`src/rtl/alu_pkg.sv`:
```
// Shared opcode map, unit-enable bit positions, issue FSM encoding and the
// payload record carried from the issue stage to the ALU groups.
package alu_pkg;

  localparam logic [3:0] OP_ADD  = 4'd0;
  localparam logic [3:0] OP_SUB  = 4'd1;
  localparam logic [3:0] OP_ADDC = 4'd2;
  localparam logic [3:0] OP_SUBC = 4'd3;
  localparam logic [3:0] OP_AND  = 4'd4;
  localparam logic [3:0] OP_OR   = 4'd5;
  localparam logic [3:0] OP_XOR  = 4'd6;
  localparam logic [3:0] OP_ANDN = 4'd7;
  localparam logic [3:0] OP_ROTL = 4'd8;
  localparam logic [3:0] OP_ROTR = 4'd9;

  localparam int UE_ARITH = 0;
  localparam int UE_LOGIC = 1;
  localparam int UE_ROTL  = 2;
  localparam int UE_ROTR  = 3;

  typedef enum logic [1:0] {
    ST_RUN   = 2'd0,
    ST_SLEEP = 2'd1,
    ST_WAKE  = 2'd2
  } issue_state_t;

  typedef struct packed {
    logic [15:0] a;
    logic [15:0] b;
    logic [3:0]  op;
    logic [3:0]  ue;
  } issue_payload_t;

  // Opcodes 10-15 are reserved and select no unit.
  function automatic logic [3:0] unit_decode(input logic [3:0] op);
    logic [3:0] ue;
    ue = '0;
    if (op[3:2] == 2'b00)   ue[UE_ARITH] = 1'b1;
    else if (op[3:2] == 2'b01) ue[UE_LOGIC] = 1'b1;
    else if (op == OP_ROTL) ue[UE_ROTL] = 1'b1;
    else if (op == OP_ROTR) ue[UE_ROTR] = 1'b1;
    return ue;
  endfunction

endpackage

```
`src/rtl/alu_issue_skid.sv`:
```
// Payload holding register for the issue stage. With ALU_ISSUE_SKID_EN defined
// a second entry absorbs one item while the output is stalled.
module alu_issue_skid
  import alu_pkg::*;
(
  input  logic           clk,
  input  logic           rst,
  input  logic           in_fire,
  input  issue_payload_t in_data,
  output logic           space,
  output logic           held,
  output logic           out_valid,
  input  logic           out_ready,
  output issue_payload_t out_data
);

  logic           ov;
  issue_payload_t od;

`ifdef ALU_ISSUE_SKID_EN
  logic           sv;
  issue_payload_t sd;

  // space depends only on flops, so no path from out_ready reaches in_ready.
  assign space = !sv;
  assign held  = sv;

  always_ff @(posedge clk) begin
    if (rst) begin
      ov <= 1'b0;
      od <= '0;
      sv <= 1'b0;
      sd <= '0;
    end else if (!ov || out_ready) begin
      if (sv) begin
        od <= sd;
        ov <= 1'b1;
        sv <= 1'b0;
      end else if (in_fire) begin
        od <= in_data;
        ov <= 1'b1;
      end else begin
        ov    <= 1'b0;
        od.ue <= '0;
      end
    end else if (in_fire) begin
      sd <= in_data;
      sv <= 1'b1;
    end
  end
`else
  assign space = !ov || out_ready;
  assign held  = 1'b0;

  always_ff @(posedge clk) begin
    if (rst) begin
      ov <= 1'b0;
      od <= '0;
    end else if (in_fire) begin
      od <= in_data;
      ov <= 1'b1;
    end else if (out_ready) begin
      ov    <= 1'b0;
      od.ue <= '0;
    end
  end
`endif

  assign out_valid = ov;
  assign out_data  = od;

endmodule

```
`src/rtl/alu_issue_stage.sv`:
```
// Operand issue stage in front of the ALU groups: registers operands, issues a
// one-hot unit enable and sleeps the ALU clock gate when idle (ALU_ISSUE_SKID_EN
// selects the two-entry skid variant of the payload register).
module alu_issue_stage
  import alu_pkg::*;
#(
  parameter int IDLE_CYCLES = 16
) (
  input  logic         clk,
  input  logic         rst,
  input  logic         in_valid,
  output logic         in_ready,
  input  logic [15:0]  in_a,
  input  logic [15:0]  in_b,
  input  logic [3:0]   in_op,
  output logic         out_valid,
  input  logic         out_ready,
  output logic [15:0]  out_a,
  output logic [15:0]  out_b,
  output logic [3:0]   out_amt,
  output logic [3:0]   out_op,
  output logic [3:0]   unit_en,
  output logic         gate_en,
  output issue_state_t dbg_state
);

  localparam int CW   = (IDLE_CYCLES > 0) ? $clog2(IDLE_CYCLES + 1) : 1;
  localparam int LAST = (IDLE_CYCLES > 0) ? IDLE_CYCLES - 1 : 0;
  localparam logic [CW-1:0] CNT_LAST = CW'(LAST);

  issue_state_t   state, state_n;
  logic [CW-1:0]  cnt, cnt_n;
  logic           space, held, in_fire, idle;
  issue_payload_t in_pl, out_pl;

  // Handshake: an item moves on any rising edge where valid && ready are both
  // high; valid never waits on ready, and the output payload holds while
  // out_valid && !out_ready.
  assign in_ready = (state == ST_RUN) && space;
  assign in_fire  = in_valid && in_ready;
  assign in_pl    = '{a: in_a, b: in_b, op: in_op, ue: unit_decode(in_op)};

  alu_issue_skid u_skid (
    .clk       (clk),
    .rst       (rst),
    .in_fire   (in_fire),
    .in_data   (in_pl),
    .space     (space),
    .held      (held),
    .out_valid (out_valid),
    .out_ready (out_ready),
    .out_data  (out_pl)
  );

  assign idle = !in_valid && !out_valid && !held;

  always_ff @(posedge clk) begin
    if (rst) begin
      state <= ST_RUN;
      cnt   <= '0;
    end else begin
      state <= state_n;
      cnt   <= cnt_n;
    end
  end

  always_comb begin
    state_n = state;
    cnt_n   = cnt;
    unique case (state)
      ST_RUN: begin
        if (IDLE_CYCLES == 0 || !idle) begin
          cnt_n = '0;
        end else if (cnt == CNT_LAST) begin
          state_n = ST_SLEEP;
          cnt_n   = '0;
        end else if (cnt != '1) begin
          cnt_n = cnt + 1'b1;
        end
      end
      ST_SLEEP: begin
        if (in_valid) state_n = ST_WAKE;
      end
      // One settle cycle for the gated clock; the idle count restarts from zero.
      ST_WAKE: begin
        state_n = ST_RUN;
        cnt_n   = '0;
      end
      default: begin
        state_n = ST_RUN;
        cnt_n   = '0;
      end
    endcase
  end

  assign gate_en   = (state != ST_SLEEP);
  assign out_a     = out_pl.a;
  assign out_b     = out_pl.b;
  assign out_amt   = out_pl.b[3:0];
  assign out_op    = out_pl.op;
  assign unit_en   = out_pl.ue;
  assign dbg_state = state;

endmodule

```
`config.mk`:
```
export PLATFORM = sky130hd
export DESIGN_NAME = alu_issue_stage
export DESIGN_NICKNAME = d
export VERILOG_FILES = /design/src/rtl/alu_pkg.sv /design/src/rtl/alu_issue_skid.sv /design/src/rtl/alu_issue_stage.sv
export SDC_FILE = /design/constraint.sdc
export NUM_CORES = 1
export LEC_CHECK = 0
export ABC_AREA = 1
export CAP_MARGIN = 25
export CORE_MARGIN = 10
export CORE_UTILIZATION = 41
export DETAILED_ROUTE_END_ITERATION = 12
export GPL_TIMING_DRIVEN = 0
export PLACE_DENSITY_LB_ADDON = 0.15
export SETUP_SLACK_MARGIN = 0.02
export SLEW_MARGIN = 20
export SYNTH_ARGS = -nofsm -noshare
export SYNTH_HDL_FRONTEND = slang
export SYNTH_HIERARCHICAL = 1
export SYNTH_SLANG_ARGS = --single-unit
```
`constraint.sdc`:
```
create_clock -name clk -period 2.9 [get_ports clk]
set_input_delay 0.725 -clock clk [delete_from_list [all_inputs] [get_ports clk]]
set_output_delay 0.725 -clock clk [all_outputs]
set_load 0.005 [all_outputs]
```
# Yosys cells after proc, flatten, opt, wreduce, memory -nomap -nowiden
# Index checks and enable logic that the tools add are counted.
[word_totals] elab_cells=50 in_bits=40 out_inout_bits=49 ff_bits=48
[classes] muxes=19 n_bitwise=1 n_eq_ne=11 n_reduce_logical=11 addsub=1
[op_table] cell="two-way mux 5 bit" count=3
[op_table] cell="one-hot mux 5 bit (2 select lines)" count=1
[op_table] cell="equality test 4 bit, second input constant" count=2
[op_table] cell="two-way mux 2 bit" count=4
[op_table] cell="two-way mux 4 bit" count=2
[op_table] cell="two-way mux 1 bit" count=7
[op_table] cell="adder 5 x 1 -> 5 bit, second input constant" count=1
[op_table] cell="equality test 5 x 4 -> 1 bit, second input constant" count=1
[op_table] cell="inequality test 5 bit, second input constant" count=1
[op_table] cell="equality test 2 x 1 -> 1 bit, second input constant" count=2
[op_table] cell="logical NOT 2 bit" count=2
[op_table] cell="inequality test 2 x 1 -> 1 bit, second input constant" count=2
[op_table] cell="inequality test 2 bit, second input constant" count=2
[op_table] cell="inequality test 4 x 2 -> 1 bit, second input constant" count=1
[op_table] cell="one-hot mux 2 bit (2 select lines)" count=1
[op_table] cell="logical AND 1 bit" count=3
[op_table] cell="two-way mux 3 bit" count=1
[op_table] cell="AND reduction 3 bit" count=1
[op_table] cell="logical NOT 1 bit" count=2
[op_table] cell="AND reduction 2 bit" count=1
[op_table] cell="nonzero test 2 bit" count=1
[op_table] cell="logical OR 1 bit" count=1
[op_table] cell="NOT 1 bit" count=1

# Depth between registers and ports, before layout
[depth] depth_word=6 depth_mapped=9 mapped_depth_nobuf=8

# Hierarchy
# The synthesis kept the hierarchy.
[by_module_without_submodules] module="alu_issue_skid" area_per_inst_um2=1501.4 cells_each=181 seq_area_each_um2=820.8 n_inst=1
[by_module_without_submodules] module="alu_issue_stage" area_per_inst_um2=473.0 cells_each=71 seq_area_each_um2=140.1 n_inst=1

# Worst setup path before layout
# OpenSTA, ideal clock, no wires.
[synth_path] kind="input -> output" start="in out_ready" end="out in_ready" arrival_ns=0.961 setup_slack_ns=1.214 required_time_ns=2.175 cell_stages=4 path_buffers=0 cell_sequence="inv_1 nand2_1 inv_1 nor2_1"
[synth_via] elab_chain_cells=2
[synth_lines] element="start: declaration" line_no="alu_issue_stage.sv:17" source="input logic out_ready,"
[synth_lines] element="logical OR 1 bit" line_no="alu_issue_skid.sv:52" source="assign space = !ov || out_ready;"
[synth_lines] element="net space" line_no="alu_issue_stage.sv:33" source="logic space, held, in_fire, idle;"
[synth_lines] element="logical AND 1 bit" line_no="alu_issue_stage.sv:39" source="assign in_ready = (state == ST_RUN) && space;"
[synth_lines] element="end: declaration" line_no="alu_issue_stage.sv:12" source="output logic in_ready,"
# The timed path passes the listed nets, and every way through them passes these cells.

# Final worst setup path
# Ends and elaborated chain as after synthesis.

==> results summary <==
The largest voltage drop on the vdd net came out at between 0.2 and 0.3 mV. The kind of cell with the highest combined delay along the critical path is buffers and inverters. The maximum operating frequency came out at roughly 370 MHz. The hold-critical path depth is 2.

After detailed routing, the number of vias per cell comes to between 4 and 5. The final count of pins violating max slew came out at 0. The routed layout has between 1500 and 2000 vias. The total inserted antenna cells is 0. The y dimension of the die is approximately 89 µm.

The width of the chip came out at ~89 µm. For this run, the post-layout net count is between 300 and 400. The post-detailed-placement half-perimeter wirelength came out at approximately 4.2 mm. The count of instances resized after the clock tree is built is 0. The path length in cells of the critical path is 6.

Traced cell by cell, the critical path runs through clkdlybuf4s50_1 > inv_1 > nand2_1 > inv_1 > nor2_1 > clkdlybuf4s50_1. The combined buffer and inverter count along the critical path is 4. The overall die area is 0.007991 mm². The number of hold-slack violations in the final timing report came out at 0.

The portion of the clock cycle consumed by the worst path in the final layout is 0.9441. At the later pin of the worst-skew pair, clock insertion delay measures a little under 0.3 ns. The number of distinct library cell variants in the gate-level netlist after synthesis came out at 24. During placement, the flow inserted port buffers numbering slightly below 90. The simple-gate share of the synthesized area is 0.2573. Setup repair after global routing left no endpoint under its margin. The post-detailed-route wirelength per cell came out at roughly 13 µm. The reported leakage power came out at ~1.2 nW. The cell area after synthesis is about 0.0020 mm². Power spread over the standard cell area amounts to roughly 440 mW/mm².

After clock tree synthesis, the clock-pin slew on the worst setup and hold paths is around 0.08 ns. Hold repair after CTS inserted 0 buffers. The initial cell density of the core is 0.4208. The adder-cell share of the synthesized area came out at 0.006337. Counting the buffers created by CTS gives 5. The first detailed-routing pass ran for 4 iterations. The fraction of the mapped netlist area in compound gates is 0.1255. The total detailed-routing wirelength is 5.353 mm. The pin count of the biggest net entering global routing is 14. The count of boundary I/O pins is between 80 and 90.

The warning count from the yosys run came out at 6. The maximum level of the CTS H-tree came out at 2. In this run the standard cell core region covers ~0.0047 mm². The tree is rooted in a sky130_fd_sc_hd__clkbuf_8. The final setup skew is 0.008293 ns.

The biggest fanout along the worst timing path came out at 2. The CTS tree is built. Data on the critical path is required at its endpoint by 2.17 ns.

The launching element type of the critical path is an input pin. On the critical path, the stage with the largest delay is an instance of sky130_fd_sc_hd__clkdlybuf4s50_1. The register bit count reported by yosys is 48. The post-route setup TNS came out at 0 ns. The layout overhead on the synthesized area is 51.96%. The final weighted congestion of routability-driven global placement came out at between 0.8 and 0.9.

The number of global-route vias before repair is about 1700. The XOR/XNOR share of the synthesized area is 0.004436. The part of the Yosys area used for sequential elements is 0.4867. In this run the deepest clock path goes through 2 buffers.

The aggregate global-route resource usage is 0.1340. When the netlist entered floorplanning its net count stood at roughly 290. The count of antenna-violating nets left after detailed routing came out at 0. By area, the combinational part of the netlist is dominated by simple AND/OR/NAND/NOR gates.

The initial DRC count is just over 60. The number of violations of the max-capacitance limit came out at 0. The clock net sink count came out at 48. The number of design rule violations left after detail routing came out at 0. The mux share of post-synthesis cell area is 0. The number of cells on the worst reg-to-reg path is 7.

The number of antenna violations at the first check in global routing came out at 0. The post-route minimum period is roughly 2.7 ns. The number of failing setup endpoints in the final timing report is 0.

The post-synthesis average cell area came out at around 8 µm². The setup fix buffers added after clock tree synthesis is 0. The worst setup path is of the input pin to primary output kind.

Synthesis produced a netlist whose cell count is ~250. The wire length of the first global-routing pass is between 8 and 9 mm. The arrival time of the worst setup path is approximately 2 ns. The run finished with clean final reports.

The tightest hold path in the finished design has a slack of between 0.4 and 0.5 ns. The endpoint type of the worst setup path is a primary output. The floorplan row count came out at 25. The fraction of final layout cells with drive strength greater than 1 came out at 0.1182. The residual overflow from global routing came out at 0. The path class of the tightest hold or removal check is flop to flop.

The delay contributed by the slowest stage of the critical path is 0.52 ns.
## logic make-up after synthesis
kind of cell             after synthesis
adder cells (fa/ha/maj)                1
other                                  1
buffers and inverters                 33
flip-flops                            48
AO/OA/AOI/OAI                         45
AND/OR/NAND/NOR                      123
XOR/XNOR                               1
## cell type report
cell class,count,area (µm²)
buffer,19,172.7
clock buffer,6,72.57
clock inverter,1,5.005
fill,439,1692
inverter,14,60.06
multi-input combinational,171,780.7
sequential,48,960.9
tap,54,67.56
timing repair buffer,88,880.8
## Yosys cell counts (all sizes together)
library cell   n  share of area
nand4          2         0.0063
a21oi         45           0.13
clkbuf         5          0.030
buf           14          0.058
inv           13          0.029
xnor2          1         0.0044
nor3           3         0.0076
nand3          6          0.015
nand2         95           0.19
nor2          15          0.036
dfxtp         48           0.49
clkinv         1         0.0019
nor4           2         0.0063
ha             1         0.0063
conb           1         0.0019
## metal layers
layer	GRT usage	part of all wire
met5	0	0
met4	0.03902	0.0064
met3	0.06290	0.073
met2	0.2152	0.48
met1	0.1553	0.44
## worst min-delay path: cells and delay by family (launching register included)
| kind | cells | cell delay [ns] |
|---|---|---|
| AOI/OAI and AO/OA | 1 | 0.05 |
| DFF | 1 | 0.31 |
| and+or+nand+nor | 1 | 0.06 |
## cells in the final DEF, fill, tap and decap left out, types with 3 or more instances in the layout
master / netlist / layout
sky130_fd_sc_hd__nand2_1: 91 / 91
sky130_fd_sc_hd__clkdlybuf4s50_1: 0 / 88
sky130_fd_sc_hd__dfxtp_1: 48 / 48
sky130_fd_sc_hd__a21oi_1: 39 / 39
sky130_fd_sc_hd__nor2_1: 11 / 11
sky130_fd_sc_hd__inv_1: 10 / 10
sky130_fd_sc_hd__clkbuf_8: 4 / 9
sky130_fd_sc_hd__nand3_1: 6 / 6
sky130_fd_sc_hd__a21oi_2: 6 / 6
sky130_fd_sc_hd__buf_6: 5 / 5
sky130_fd_sc_hd__buf_4: 5 / 5
sky130_fd_sc_hd__nand2_2: 4 / 4
sky130_fd_sc_hd__buf_2: 4 / 4
sky130_fd_sc_hd__nor3_1: 3 / 3
sky130_fd_sc_hd__nor2_2: 3 / 3
## state kept, by name, indices dropped and copies added, names as in the netlist
signal	count
dbg_state	2
u_skid/out_valid	1
u_skid/out_data	40
cnt	5
## where the power goes
| group | leakage, nW | switching, mW | internal [mW] |
|---|---|---|---|
| registers | 0.394 | 0.0170 | 0.692 |
| logic | 0.743 | 0.0978 | 0.153 |
| clock network | 0.0410 | 0.201 | 0.164 |
## metrics by stage
stage	setup slack, ns	cell area, µm²	instances	utilization	power, mW
final	0.1620	3000	401	0.6395	1.324
after global routing	0.09185	3000	401	0.6395	1.397
after CTS	0.1494	3000	401	0.6395	1.344
after detailed placement	0.1665	2923	394	0.6229	0.9778
after global placement	0.1755	2923	394	0.6229	0.9738
after floorplan	1.214	1974	252	-	0.8255
## path summary, 6_finish.rpt
path                                   startpoint                                to  slack [ns]
setup reg to reg    u_skid/out_valid$_SDFFE_PP0P_  u_skid/out_data[10]$_SDFFE_PP0P_        1.58
hold reg to reg   u_skid/out_data[6]$_SDFFE_PP0P_   u_skid/out_data[6]$_SDFFE_PP0P_        0.46
hold / removal    u_skid/out_data[6]$_SDFFE_PP0P_   u_skid/out_data[6]$_SDFFE_PP0P_        0.46
setup / recovery                        out_ready                          in_ready        0.16
Note: power is estimated with default switching activity, not from simulation.
